[config.mk]
export PLATFORM = sky130hd
export DESIGN_NAME = sensor_input_buffer
export DESIGN_NICKNAME = d
export VERILOG_FILES = /design/src/rtl/sensor_input_buffer.sv
export SDC_FILE = /design/constraint.sdc
export NUM_CORES = 1
export LEC_CHECK = 0
export CORE_ASPECT_RATIO = 0.75
export CORE_MARGIN = 8
export CORE_UTILIZATION = 25
export CTS_CLUSTER_SIZE = 24
export DETAILED_ROUTE_END_ITERATION = 8
export GPL_TIMING_DRIVEN = 0
export PLACE_DENSITY = 0.46
export SYNTH_ARGS = -nofsm -noshare
export SYNTH_HDL_FRONTEND = slang
export SYNTH_SLANG_ARGS = --single-unit
[constraint.sdc]
create_clock -name clk -period 2.6 [get_ports clk]
set_input_delay 0.65 -clock clk [delete_from_list [all_inputs] [get_ports clk]]
set_output_delay 0.65 -clock clk [all_outputs]
set_load 0.03 [all_outputs]
[src/rtl/sensor_input_buffer.sv]
`default_nettype none
// ============================================================================
// Module   : sensor_input_buffer
// Brief    : Circular sample FIFO with occupancy count and sticky overflow flag.
// Revision : 1.0 - initial release
// ============================================================================
module sensor_input_buffer #(
    parameter int DATA_W = 8,
    parameter int DEPTH  = 8
) (
    input  logic                     clk,
    input  logic                     reset,
    input  logic                     in_valid,
    input  logic [DATA_W-1:0]        in_data,
    output logic                     in_ready,
    output logic                     out_valid,
    output logic [DATA_W-1:0]        out_data,
    input  logic                     out_ready,
    input  logic                     flush,
    output logic [$clog2(DEPTH):0]   count,
    output logic                     overflow
);

    localparam int             PTR_W    = $clog2(DEPTH);
    localparam logic [PTR_W:0] FULL_CNT = (PTR_W+1)'(DEPTH);

    logic [DATA_W-1:0] mem_q [DEPTH];
    logic [PTR_W-1:0]  wr_ptr_q, wr_ptr_d;
    logic [PTR_W-1:0]  rd_ptr_q, rd_ptr_d;
    logic [PTR_W:0]    count_q, count_d;
    logic              overflow_q, overflow_d;
    logic              push, pop;

    // in_ready is gated by the async reset so it drops immediately on assertion
    assign in_ready  = reset & (count_q != FULL_CNT);
    assign out_valid = (count_q != '0);
    assign out_data  = out_valid ? mem_q[rd_ptr_q] : '0;
    assign count     = count_q;
    assign overflow  = overflow_q;

    assign push = in_valid  & in_ready  & ~flush;
    assign pop  = out_valid & out_ready & ~flush;

    always_comb begin
        wr_ptr_d   = wr_ptr_q;
        rd_ptr_d   = rd_ptr_q;
        count_d    = count_q;
        overflow_d = overflow_q;
        if (flush) begin
            wr_ptr_d   = '0;
            rd_ptr_d   = '0;
            count_d    = '0;
            overflow_d = 1'b0;
        end else begin
            if (push) wr_ptr_d = wr_ptr_q + 1'b1;
            if (pop)  rd_ptr_d = rd_ptr_q + 1'b1;
            case ({push, pop})
                2'b10:   count_d = count_q + 1'b1;
                2'b01:   count_d = count_q - 1'b1;
                default: count_d = count_q;
            endcase
            // A pop in the same cycle never makes room for an offer made while full
            if (in_valid && (count_q == FULL_CNT)) overflow_d = 1'b1;
        end
    end

    always_ff @(posedge clk or negedge reset) begin
        if (!reset) begin
            wr_ptr_q   <= '0;
            rd_ptr_q   <= '0;
            count_q    <= '0;
            overflow_q <= 1'b0;
        end else begin
            wr_ptr_q   <= wr_ptr_d;
            rd_ptr_q   <= rd_ptr_d;
            count_q    <= count_d;
            overflow_q <= overflow_d;
        end
    end

    always_ff @(posedge clk) begin
        if (push) mem_q[wr_ptr_q] <= in_data;
    end

endmodule
`default_nettype wire
==> impl_metrics.toml, run 1 <==
[synthesis]
ys_seq_area_share_pct = 68.41
synth_xor_area_share_pct = 1.909
distinct_cell_type_count_of_the_synthesized_netlist = 35
yosys.area.top_type_share_pct = 59.84
synthesized_area_fraction_occupied_by_ao_oa_aoi_and_oai_cells_pct = 4.675
post_synth_main_area_contributors = "edfxtp_1, mux4_2, dfrtp_1, nor2_1, mux2i_1"
synth.cell_area_mm2 = 0.003212
synth_largest_area_cell = "edfxtp_1"
adder_cell_fraction_of_synth_area_pct = 1.558
synth-warning-count = 0
avgSynthCellArea_um2 = 17.27
synth_simple_gate_area_share_pct = 7.986
syn_nets = 203
post_synth_mux_area_share_pct = 13.71
synth_top_family_by_area = "multiplexers"
synth_seq_cells = 75
syn_inst = 186

[setup_path]
crit_path_category = "reg2out"
r2r-start = "count[0]"
arrival_ns = 1.90
crit_top_cell = "buf_4"
r2r_cells = 8
rr_endpoint = "count[3]"
worst_path_largest_cell_delay_ns = 0.49
setup.worst_path.start_class = "flop"
crit_path_cell_trace = "buf_8 > buf_4 > mux4_2 > mux2i_1 > nor2_1 > buf_4"
critical_path.endpoint_type = "output port"
worst-r2r-setup-slack_ns = 0.20
path_max_fanout = 6
timing.critical_path.required_ns = 1.95
critical_path.slowest_cell = "mux4_2"

[clocking]
clock_tree.buffer_depth = 2
cell_chosen_for_the_clock_root = "clkbuf_16"
cts_hold_repair.buffers = 0
ctsHtreeMaxLevel = 3
numCtsBuffers = 9
clk-insertion-delay-late_ns = 0.33
cts.reportedPaths.clkPinSlew_ns = 0.06
cts_tree = "done"
cts.sinks = 75

[global_route]
grt_max_degree = 15
global_route.usage.met2_pct = 13.35
antenna_found_initial = 0
first_pass_grt_wire_length_um = 10830
grt_busiest_layer = "met2"
vias_in_the_first_global_route = 1839
track_usage_pct = 8.790
met1_usage_in_global_routing_pct = 11.23
grtUsageMet3_pct = 2.646
overflow = 0

[timing]
finalMaxSlewViolations = 0
fin_crit_sh_pct = 97.95
holdWs_ns = 0.3016
max_freq_ghz = 0.3927
setup_total_negative_slack_ns = 0
grt_setup_unrepaired = "true"
timing.final.crit_period_ns = 2.547
slew_headroom_pct = 59.18
transition_time_of_the_tightest_slew_check_pin_ns = 0.6117
report.final.hold_viol_count = 0
number_of_failing_setup_endpoints_in_the_final_timing_report = 0
final.setup_skew_ns = 0.01019
finalWorstSetupSlack_ns = 0.05327

[pwr]
static-leakage-power_nw = 1.404
worst_ir_drop_vdd_mv = 0.3160
p_per_area_mw_per_mm2 = 927.8

[placement]
place.detailed.hpwl_um = 4447
io_buffers = 27
gpl.final_weighted_congestion = 0.7670
dp_worst_setup_slack_ns = -1.048

[drt]
drt.antenna.violating_nets = 0
drc = 0
avgViaCountPerCell = 4.227
first_pass_iters = 6
detailedRoute.firstIterationViolations = 110
routed_vias = 1733
drt_wl_total_um = 6861
post_drt_wl_per_cell_um = 16.73

[worst_hold_path]
hold_crit_path_type = "in2async"

[layout]
fraction_of_final_layout_cells_sized_beyond_drive_strength_1_pct = 31.80
postLayoutCoreUtil_pct = 32.77
layout_stage_area_growth_over_the_synthesis_result_pct = 30.07
antenna-diode-count = 0
final_nets = 251

[floorplanning]
floorplan.rows = 36
initial_core_util_pct = 25.20
ioPinCount = 28
core-area_mm2 = 0.01275
chipHeight_um = 114.2
die_width_um = 146.9
design.die.area_mm2 = 0.01677

[outcome]
status = "finished clean"

[flow_run]
max_capacitance_violation_total = 0
==> placed cells by master, fill, tap and decap left out, types with 5 or more instances in the layout <==
cell type	n
nand2_1	8
nor2_1	16
nand3_1	5
mux4_2	16
buf_4	14
dfrtp_1	11
a21oi_1	6
nor2_2	6
clkbuf_16	10
mux2i_1	8
buf_2	6
clkdlybuf4s50_1	15
edfxtp_1	64
==> layout make-up <==
class / count / area [µm²]
Sequential cell: 75 / 2197
Fill cell: 1218 / 8569
Clock inverter: 5 / 60.06
Multi-Input combinational cell: 101 / 1031
Clock buffer: 11 / 242.7
Inverter: 2 / 7.507
Buffer: 8 / 83.83
Tap cell: 171 / 214.0
Timing Repair Buffer: 37 / 341.6
==> power breakdown <==
group | internal, mW | total [mW] | leakage (nW) | switching (mW)
Clock | 0.772 | 1.24 | 0.146 | 0.464
Sequential | 1.35 | 1.39 | 0.727 | 0.0471
Combinational | 0.610 | 1.25 | 0.530 | 0.637
==> critical path: cells and delay by family, from the launching register on <==
kind / cells / cell delay [ns]
buffers and inverters: 3 / 0.44
muxes: 2 / 0.70
and+or+nand+nor: 1 / 0.06
DFF: 1 / 0.37
==> logic make-up after synthesis <==
group                      Yosys count
DFF                                 75
and+or+nand+nor                     48
muxes                               24
AOI/OAI and AO/OA                   18
buffers and inverters               10
xor gates and xnor gates             7
adders and majority gates            4
==> through the flow <==
step	power (mW)	area, µm²	instances
global placement	2.506	3696	384
global route	4.064	4178	410
detailed placement	2.509	3706	384
CTS	3.837	4091	405
finish	3.876	4178	410
floorplan	2.129	3212	186
==> synthesized netlist by cell type <==
master	instances
o32ai_1	1
o22a_1	2
nor3_1	2
nand3_4	1
mux4_2	16
or4b_4	1
edfxtp_1	64
nor4_2	1
nand2_1	8
o211ai_1	1
xor2_1	4
and2_1	2
ha_1	4
o41ai_4	1
nand3_1	5
clkbuf_1	2
buf_6	1
a21oi_1	6
or3_1	1
inv_1	2
a21o_2	1
a31oi_1	1
mux2i_1	8
o41a_1	1
nor2_1	23
nand2b_1	3
xnor2_1	3
buf_4	2
o21ai_0	1
a21bo_1	1
buf_2	3
o21ai_2	1
nor4b_4	1
dfrtp_1	11
o311ai_0	1
==> flip-flops by register name (all words and copies together), names as in the netlist <==
signal	cells
wr_ptr_q	3
rd_ptr_q	3
mem_q	64
overflow	1
count	4
==> worst max-delay path by stage <==
stage | cells after the start | to | slack [ns] | from
6_report | 6 | out_data[2] | 0.05 | rd_ptr_q[0]
5_1_grt | 6 | out_data[2] | -0.04 | rd_ptr_q[0]
4_1_cts | 6 | out_data[6] | -0.09 | rd_ptr_q[0]
3_5_place_dp | 5 | mem_q[2][3] | -1.05 | reset
3_3_place_gp | 5 | mem_q[0][3] | -1.51 | reset
2_1_floorplan | 8 | count[3] | 0.18 | count[0]
==> per-layer routing <==
| layer | share of wire [%] | wire length [µm] | up-vias |
|---|---|---|---|
| met5 | 0 | 0 | - |
| met4 | 1.9 | 132 | 0 |
| met3 | 3.2 | 219 | 10 |
| met2 | 46 | 3152 | 31 |
| met1 | 49 | 3357 | 863 |
| li1 | - | - | 829 |
==> repair_timing <==
item	4_1_cts	5_1_grt
setup endpoints to repair	77	21
cloned	0	1
pin swaps	1	2
buffers inserted	5	4
gates resized for setup	66	17
(Power assumes the default switching activity.)
==> run 2: changes to the inputs <==
--- a/config.mk
+++ b/config.mk
@@ -6,11 +6,12 @@
 export NUM_CORES = 1
 export LEC_CHECK = 0
 export CORE_ASPECT_RATIO = 0.75
-export CORE_MARGIN = 8
+export CORE_MARGIN = 2
 export CORE_UTILIZATION = 25
 export CTS_CLUSTER_SIZE = 24
 export DETAILED_ROUTE_END_ITERATION = 8
 export GPL_TIMING_DRIVEN = 0
+export HOLD_SLACK_MARGIN = 0.08
 export PLACE_DENSITY = 0.46
 export SYNTH_ARGS = -nofsm -noshare
 export SYNTH_HDL_FRONTEND = slang
==> run 2 against run 1 <==
  * Sequential share of layout area increased by 0.35 points
  * Routed wire length decreased by 4.4%
  * Register-to-register slack worse by 0.06 ns
  * Global-route usage up 1.6 points
  * Clock skew is 0.0026 ns lower
  * Count of clock-buffer cells in the layout fell by 2
  * Critical endpoint is now out_data[6]
  * Highest routed layer unchanged
==> impl_metrics.toml, run 2 (synthesis results as in run 1) <==
[outcome]
status = "finished clean"

[setup_path]
worst-r2r-setup-slack_ns = 0.14
path_max_fanout = 5
arrival_ns = 1.93
crit_path_category = "reg2out"
critical_path.endpoint_type = "output port"
crit_path_leading_delay_family = "multiplexers"
r2r-start = "count[0]"
rr_endpoint = "count[3]"
crit_path_cell_trace = "buf_8 > buf_12 > mux4_2 > mux2i_2 > nor2_1 > buf_4"
critical_path.slowest_cell = "mux4_2"
cell_depth_of_the_worst_setup_path = 6
worst_path_largest_cell_delay_ns = 0.52
setup.worst_path.start_class = "flop"
r2r_cells = 9
timing.critical_path.required_ns = 1.95
cp_num_buf_inv = 3

[drt]
detailedRoute.firstIterationViolations = 151
drt.antenna.violating_nets = 0
avgViaCountPerCell = 4.341
first_pass_iters = 4
drc = 0
drt_wl_total_um = 6561
routed_vias = 1745
post_drt_wl_per_cell_um = 16.32

[clocking]
cts_tree = "done"
cts.reportedPaths.clkPinSlew_ns = 0.06
cell_chosen_for_the_clock_root = "clkbuf_16"
cts_hold_repair.buffers = 0
cts.sinks = 75
ctsHtreeMaxLevel = 3
clock_tree.buffer_depth = 2
clk-insertion-delay-late_ns = 0.34
numCtsBuffers = 9

[timing]
finalMaxSlewViolations = 0
final.setup_skew_ns = 0.007624
report.final.hold_viol_count = 0
slew_headroom_pct = 38.98
fin_crit_sh_pct = 99.16
transition_time_of_the_tightest_slew_check_pin_ns = 0.9120
max_freq_ghz = 0.3879
number_of_failing_setup_endpoints_in_the_final_timing_report = 0
grt_setup_unrepaired = "true"
timing.final.crit_period_ns = 2.578

[layout]
antenna-diode-count = 0
fraction_of_final_layout_cells_sized_beyond_drive_strength_1_pct = 30.08
layout.filler_cells = 1192
multi_input_comb_area_mm2 = 0.001008
layout_stage_area_growth_over_the_synthesis_result_pct = 29.22
most-common-layout-cells = "edfxtp_1, nor2_1, mux4_2, clkdlybuf4s50_1, buf_4"
layout.cells.most_common = "edfxtp_1"
seq_area_mm2 = 0.002197
register_with_the_most_flip_flops = "mem_q"
layout.cell_area.non_filler_mm2 = 0.004150
largest_register_ffs = 64
final_nets = 248
postLayoutCoreUtil_pct = 33.49

[placement]
placed_area_mm2 = 0.003690
place.detailed.hpwl_um = 4299
io_buffers = 27
gpl.final_weighted_congestion = 0.7131

[pwr]
sw_frac_of_total_pct = 29.17
total_switching_power_mw = 1.141
power.internal_mw = 2.771
static-leakage-power_nw = 1.391
p_per_area_mw_per_mm2 = 942.6
p_comb_share_pct = 31.0
pwr-share-seq_pct = 35.6
clock_power_share_pct = 33.4
worst_ir_drop_vdd_mv = 0.3775

[floorplanning]
floorplan.rows = 35
initial_core_util_pct = 25.92
design.die.area_mm2 = 0.01378
die_width_um = 134.9
chipHeight_um = 102.2
ioPinCount = 28
core-area_mm2 = 0.01239

[global_route]
overflow = 0
vias_in_the_first_global_route = 1754
first_pass_grt_wire_length_um = 10170
track_usage_pct = 10.35
antenna_found_initial = 0
grt_max_degree = 15

[worst_hold_path]
hold_crit_path_type = "in2async"

[flow_run]
max_capacitance_violation_total = 0
-- run 2: repair_timing --
item	in CTS	in global routing
cloned	0	1
setup endpoints to repair	77	46
resized for setup	64	20
setup buffers	6	0
pin swaps	1	0
-- run 2: how the worst max path moves through the flow --
stage,start,endpoint
CTS,rd_ptr_q[0],out_data[2]
detailed placement,reset,mem_q[0][4]
finish,rd_ptr_q[0],out_data[6]
global placement,reset,mem_q[0][4]
floorplan,count[0],count[3]
global route,reset,mem_q[3][3]
-- run 2: stage by stage --
stage	hold WS [ns]	setup TNS [ns]	worst slack, ns	std cells	power (mW)
2_1_floorplan	0.3544	0	0.1775	186	2.129
3_5_place_dp	0.4957	-66.52	-1.304	379	2.499
5_1_grt	0.3279	-2.901	-0.09648	402	4.111
3_3_place_gp	0.4871	-64.78	-1.280	379	2.497
4_1_cts	0.3043	-0.1132	-0.1002	401	3.903
6_report	0.3066	0	0.02182	402	3.912
-- run 2: power groups by stage --
stage               sequential [mW]  combinational (mW)  clock (mW)
finish                         1.39                1.21        1.30
global route                   1.40                1.32        1.39
CTS                            1.39                1.16        1.35
floorplan                      1.44               0.691           0
detailed placement             1.41                1.09           0
global placement               1.41                1.09           0
-- run 2: cell type report --
class	count	share of cell area [%]
Sequential cell	75	52.94
Multi-Input combinational cell	101	24.30
Timing Repair Buffer	34	7.929
Clock buffer	9	5.427
Tap cell	166	5.005
Clock inverter	7	2.201
Buffer	8	2.020
Inverter	2	0.1809
-- run 2: metal layers --
metal	track usage (%)	wire [µm]
met1	13.47	2956
met2	15.78	3076
met3	3.720	419
met4	4.372	108
met5	0	0
